## config.mk

```make
export PLATFORM = sky130hd
export DESIGN_NAME = usr_param_shift_reg
export DESIGN_NICKNAME = d
export VERILOG_FILES = /design/src/rtl/usr_pkg.sv /design/src/rtl/usr_burst_ctrl.sv /design/src/rtl/usr_param_shift_reg.sv
export SDC_FILE = /design/constraint.sdc
export NUM_CORES = 1
export LEC_CHECK = 0
export BUFFER_PORTS_ARGS = -buffer_cell sky130_fd_sc_hd__buf_2
export CORE_MARGIN = 8
export CORE_UTILIZATION = 30
export DETAILED_ROUTE_END_ITERATION = 7
export PLACE_DENSITY_LB_ADDON = 0.1
export SLEW_MARGIN = 10
export SYNTH_ARGS = -nofsm -noshare
export SYNTH_HDL_FRONTEND = slang
export SYNTH_SLANG_ARGS = --single-unit
export TNS_END_PERCENT = 10
```

## constraint.sdc

```tcl
create_clock -name clk -period 1.3 [get_ports clk]
set_input_delay 0 -clock clk [delete_from_list [all_inputs] [get_ports clk]]
set_output_delay 0 -clock clk [all_outputs]
set_load 0.01 [all_outputs]
```

## src/rtl/usr_pkg.sv

```systemverilog
// usr_pkg: shared encodings for the universal shift register.
// Mode codes (USR_HOLD..USR_BURST) and burst FSM states.
package usr_pkg;

  localparam logic [2:0] USR_HOLD  = 3'b000;
  localparam logic [2:0] USR_SHR   = 3'b001;
  localparam logic [2:0] USR_SHL   = 3'b010;
  localparam logic [2:0] USR_LOAD  = 3'b011;
  localparam logic [2:0] USR_ROR   = 3'b100;
  localparam logic [2:0] USR_ROL   = 3'b101;
  localparam logic [2:0] USR_ASR   = 3'b110;
  localparam logic [2:0] USR_BURST = 3'b111;

  typedef enum logic {
    USR_IDLE     = 1'b0,
    USR_BURST_ST = 1'b1
  } usr_state_e;

endpackage

```

## src/rtl/usr_burst_ctrl.sv

```systemverilog
// usr_burst_ctrl: burst FSM and down-counter.
// In: clk, rst_n, ena, start, burst_len. Out: shift_en, busy, done.
module usr_burst_ctrl
  import usr_pkg::*;
#(
  parameter int CNT_W = 4
) (
  input  logic             clk,
  input  logic             rst_n,
  input  logic             ena,
  input  logic             start,
  input  logic [CNT_W-1:0] burst_len,
  output logic             shift_en,
  output logic             busy,
  output logic             done
);

  usr_state_e       state_q, state_d;
  logic [CNT_W-1:0] cnt_q, cnt_d;
  logic             done_q, done_d;

  always_ff @(posedge clk or negedge rst_n) begin
    if (!rst_n) begin
      state_q <= USR_IDLE;
      cnt_q   <= '0;
      done_q  <= 1'b0;
    end else begin
      state_q <= state_d;
      cnt_q   <= cnt_d;
      done_q  <= done_d;
    end
  end

  always_comb begin
    state_d  = state_q;
    cnt_d    = cnt_q;
    done_d   = done_q;
    shift_en = 1'b0;
    if (ena) begin
      done_d = 1'b0;
      unique case (state_q)
        USR_IDLE: begin
          if (start) begin
            cnt_d = burst_len;
            // Zero-length burst completes without ever going busy.
            if (burst_len == '0) done_d = 1'b1;
            else state_d = USR_BURST_ST;
          end
        end
        USR_BURST_ST: begin
          shift_en = 1'b1;
          cnt_d    = cnt_q - CNT_W'(1);
          if (cnt_q == CNT_W'(1)) begin
            state_d = USR_IDLE;
            done_d  = 1'b1;
          end
        end
        default: state_d = USR_IDLE;
      endcase
    end
  end

  assign busy = (state_q == USR_BURST_ST);
  assign done = done_q;

endmodule

```

## src/rtl/usr_param_shift_reg.sv

```systemverilog
// usr_param_shift_reg: WIDTH-bit universal shift register with
// shift/rotate/ASR/load and, with `USR_BURST_EN, a counted burst.
// In: clk, rst_n, ena, mode, sin_left, sin_right, pin,
//     burst_len, burst_dir.
// Out: q, sout_right, sout_left, busy, done.
module usr_param_shift_reg
  import usr_pkg::*;
#(
  parameter  int WIDTH = 8,
  localparam int CNT_W = $clog2(WIDTH) + 1
) (
  input  logic             clk,
  input  logic             rst_n,
  input  logic             ena,
  input  logic [2:0]       mode,
  input  logic             sin_left,
  input  logic             sin_right,
  input  logic [WIDTH-1:0] pin,
  input  logic [CNT_W-1:0] burst_len,
  input  logic             burst_dir,
  output logic [WIDTH-1:0] q,
  output logic             sout_right,
  output logic             sout_left,
  output logic             busy,
  output logic             done
);

  logic [WIDTH-1:0] q_q, q_d;
  logic [WIDTH-1:0] shr, shl;
  logic             shift_en;
  logic             dir_q;

  assign shr = {sin_left, q_q[WIDTH-1:1]};
  assign shl = {q_q[WIDTH-2:0], sin_right};

`ifdef USR_BURST_EN
  logic dir_d;
  logic start;

  assign start = (mode == USR_BURST) && !busy;

  usr_burst_ctrl #(
    .CNT_W (CNT_W)
  ) u_ctrl (
    .clk       (clk),
    .rst_n     (rst_n),
    .ena       (ena),
    .start     (start),
    .burst_len (burst_len),
    .shift_en  (shift_en),
    .busy      (busy),
    .done      (done)
  );

  assign dir_d = (ena && start) ? burst_dir : dir_q;

  always_ff @(posedge clk or negedge rst_n) begin
    if (!rst_n) dir_q <= 1'b0;
    else        dir_q <= dir_d;
  end
`else
  logic unused_burst;

  assign unused_burst = ^{burst_len, burst_dir};
  assign shift_en     = 1'b0;
  assign dir_q        = 1'b0;
  assign busy         = 1'b0;
  assign done         = 1'b0;
`endif

  always_comb begin
    q_d = q_q;
    if (ena && shift_en) begin
      q_d = dir_q ? shl : shr;
    end else if (ena && !busy) begin
      unique case (1'b1)
        (mode == USR_HOLD):  q_d = q_q;
        (mode == USR_SHR):   q_d = shr;
        (mode == USR_SHL):   q_d = shl;
        (mode == USR_LOAD):  q_d = pin;
        (mode == USR_ROR):   q_d = {q_q[0], q_q[WIDTH-1:1]};
        (mode == USR_ROL):   q_d = {q_q[WIDTH-2:0], q_q[WIDTH-1]};
        (mode == USR_ASR):   q_d = {q_q[WIDTH-1], q_q[WIDTH-1:1]};
        // Burst start edge leaves q untouched.
        (mode == USR_BURST): q_d = q_q;
        default:             q_d = q_q;
      endcase
    end
  end

  always_ff @(posedge clk or negedge rst_n) begin
    if (!rst_n) q_q <= '0;
    else        q_q <= q_d;
  end

  assign q          = q_q;
  assign sout_right = q_q[0];
  assign sout_left  = q_q[WIDTH-1];

endmodule

```

Word-level counts from Yosys, hierarchy flattened

Index checks and enable logic that the tools add are counted.

Reductions and logical operators: 4
Eq/ne operators: 6
Bitwise operators: 1
Muxes and demuxes: 1

Operators by type and width:

| kind               | count |
|---|---|
| $pmux 8 s6         | 1 |
| $eq 3x3->1 const B | 3 |
| $eq 3x2->1 const B | 2 |
| $reduce_bool 6->1  | 1 |
| $reduce_bool 5->1  | 1 |
| $eq 3x1->1 const B | 1 |
| $reduce_and 3->1   | 1 |
| $reduce_and 2->1   | 1 |
| $not 1->1          | 1 |

Output and inout port bits: 12
Flip-flop bits (word level): 8
Input port bits: 21

Depth between registers and ports, before layout

Depth in word-level cells: 3
Depth in mapped cells: 7
Mapped depth without buffers: 6

Worst setup path before layout

No wires, ideal clock.

Kind: input -> register
Start: in mode[0]
End: reg q_q[4] (netlist: q[4])
Stages: 7
Required time: 1.217 ns
Arrival: 1.021 ns
Path buffers: 2
Path slack: 0.197 ns
Cell sequence: ha_1 -> buf_2 -> nor2b_4 -> o31ai_4 -> buf_4 -> nand2_1 -> o21ai_0

Cells in the longest elaborated chain, start to end: 3
Elaborated cells on any way between the ends: 9
Classes of those cells: eq/ne: 6; mux: 1; reduce/logical: 2

Ends and longest elaborated chain:

| what                                     | line                      | text |
|---|---|---|
| from (decl)                              | usr_param_shift_reg.sv:15 | `input logic [2:0] mode,` |
| $eq 3x1->1, or another cell as far along | usr_param_shift_reg.sv:78 | `(mode == USR_SHR): q_d = shr;` |
| $reduce_bool 6->1 (no source line)       | --                        |  |
| $reduce_and 2->1 (no source line)        | --                        |  |
| to (signal assigned)                     | usr_param_shift_reg.sv:93 | `else q_q <= q_d;` |
| to (decl)                                | usr_param_shift_reg.sv:28 | `logic [WIDTH-1:0] q_q, q_d;` |

Several ways; a longest one is shown, not always the timed one.
A chain may end at the register's enable or synchronous reset.

Worst setup path in the final report

Start: reg q_q[5] (netlist: q[5])
End: reg q_q[6] (netlist: q[6])

Cells in the longest elaborated chain, start to end: 1

Ends and longest elaborated chain:

| what       | line                      | text |
|---|---|---|
| $pmux 8 s6 | usr_param_shift_reg.sv:76 | `unique case (1'b1)` |

No other way between the ends.

==> flow_summary.json <==
{
  "status": "completed",
  "min_delay_path_depth": 2,
  "hold_violations": 0,
  "power_leakage_nw": 0.436,
  "cp-start-kind": "flop",
  "ys_warn_count": 0,
  "die-height_um": 63.5,
  "core.rowCount": 17,
  "vias_per_cell": 4.87,
  "htreeDepth": 1,
  "clk_latency_ns": 0.25,
  "drv.max_cap_violation_count": 0,
  "path_max_fanout": 5,
  "netlist_area_um2": 677,
  "min_period_ns": 1.13,
  "cts_buffer_depth": 2,
  "drive_gt1_share_pct": 37.6,
  "grt_overflow": 0,
  "wl_per_cell_um": 13.7,
  "clockRootBuffer": "clkbuf_4",
  "drc": 0,
  "routed_wl_um": 1880,
  "first_pass_iters": 4,
  "sequential_cell_area_um2": 200,
  "antenna_found_initial": 0,
  "critPathSlowestCell": "dfrtp_1",
  "synth_cells": 79,
  "worstRegToRegCells": 4,
  "whs_ns": 0.00691,
  "setup_tns_ns": 0,
  "gp_routability_congestion": 0.762,
  "skew_ns": 0.00541,
  "port_buffers": 25,
  "ys_top_cells_by_area": "dfrtp_1 (30%), a221oi_1 (9.1%), a22oi_1 (8.9%), ha_1 (7.4%), buf_4 (6.7%)",
  "drt_iter0_markers": 43,
  "core_um2": 2170,
  "antennaDiodeCount": 0,
  "nNetsFinal": 136,
  "crit_cells": 4,
  "nFillCells": 236,
  "gr-usage-all-layers_pct": 10.1,
  "crit_path_end_kind": "flop",
  "max_stage_delay_ns": 0.42,
  "max_freq_ghz": 0.881,
  "crit_family": "compound AO/OA/AOI/OAI gates",
  "synth_area_per_cell_um2": 8.57,
  "crit_arrival_ns": 1.26,
  "die-area_um2": 4030,
  "cts_tree": "built",
  "path_cells": "a22oi_1, nor2_1, a221oi_1, o21ai_1",
  "synth_seq_cells": 8,
  "route.antenna.remaining_nets": 0,
  "vias": 667,
  "yosysUniqueCellTypes": 24,
  "start_util_pct": 31.2,
  "peakVddDrop_mv": 0.500,
  "critical_path_class": "reg2reg",
  "path_clk_slew_ns": 0.05,
  "multi_input_area_um2": 415,
  "finalSetupViolations": 0,
  "cts_setup_buffers": 0,
  "grt_pass1_wl_um": 3310,
  "rsz0062_at_grt": "false",
  "ys_seq_area_share_pct": 29.6,
  "period_share_pct": 87.3,
  "p_per_area_nw_per_um2": 1180,
  "synth_top_cell_by_area": "dfrtp_1",
  "hold_path.class": "in2reg",
  "die_x_um": 63.5,
  "largest_reg_flops": 8,
  "critPathRequiredTime_ns": 1.42,
  "crit_buf_inv": 0,
  "grt_pass1_vias": 698,
  "r2r_setup_slack_ns": 0.17,
  "yosys.area.top_type_share_pct": 29.6,
  "cts_buffers": 3,
  "clock_sinks": 8,
  "grt_max_degree": 17,
  "maxSlewViolCount": 0,
  "dp_hpwl_um": 1580,
  "io_pins": 33,
  "syn_to_final_growth_pct": 32.9
}
[metrics by stage]
stage	instance area [µm²]	util (%)	instances	setup slack, ns	total power (W)
floorplan	681	-	80	0.197	0.000660
global placement	861	39.7	133	-0.0266	0.000887
detailed placement	861	39.7	133	-0.0448	0.000889
CTS	893	41.2	137	0.110	0.00108
global route	900	41.5	137	0.0594	0.00116
finish	900	41.5	137	0.165	0.00107
[path summary, 6_finish.rpt]
kind	end	from
hold / removal	q[7]	ena
max in group asynchronous	q[5]	rst_n
setup / recovery	q[6]	q[5]
setup reg to reg	q[6]	q[5]
min in group asynchronous	q[4]	rst_n
hold reg to reg	q[6]	q[6]
[power breakdown]
part	leakage [nW]	internal, W	total (W)	switching, W
Clock	0.0138	0.000105	0.000181	0.0000757
Combinational	0.320	0.000237	0.000479	0.000241
Sequential	0.102	0.000321	0.000406	0.0000855
[kinds of logic after synthesis]
logic type / Yosys count / synth area share (%)
compound gates: 30 / 32.9
other cells: 1 / 0.554
buf+inv: 12 / 10.5
fa+ha+maj: 4 / 7.39
flops: 8 / 29.6
simple gates: 24 / 19.0
[timing repair]
item                                    4_1_cts  5_1_grt
endpoints found under the setup margin        0        1
endpoints found under the hold margin         8        0
hold buffers                                  1        0
gates resized for setup                       0        1
[per-layer routing]
metal / wire (µm) / up-vias / track usage, %
li1: - / 347 / -
met1: 884 / 303 / 12.6
met2: 854 / 17 / 14.7
met3: 137 / 0 / 3.18
met4: 0 / 0 / 5.85
met5: 0 / - / 0
[final cells by class]
cell class / count / area share (%)
Inverter: 3 / 1.25
Tap cell: 28 / 3.89
Multi-Input combinational cell: 60 / 46.2
Sequential cell: 8 / 22.3
Clock buffer: 3 / 2.50
Timing Repair Buffer: 35 / 23.9
[Yosys cell counts]
master and count:
nor2_1 10, a22oi_1 8, dfrtp_1 8, nand2_1 8, a221oi_1 7, buf_4 6
o21ai_1 5, ha_1 4, inv_1 3, o21ai_0 3, a21oi_1 2, and2_1 2
buf_2 2, a31oi_1 1, and4bb_1 1, clkbuf_2 1, conb_1 1, nor2b_1 1
nor2b_4 1, nor3_4 1, o21a_1 1, o22ai_1 1, o311a_1 1, o31ai_4 1
[cells in the final DEF, fill, tap and decap left out, types with 2 or more instances in the layout]
cell and instances:
buf_2 25, buf_4 8, a21oi_1 2, ha_1 4
nor2_1 10, a22oi_1 8, nand2_1 8, o21ai_1 5
a221oi_1 6, clkbuf_4 3, o21ai_0 3, and2_1 2
dfrtp_1 8, inv_1 3, conb_1 2
Note: power is estimated with default switching activity, not from simulation.
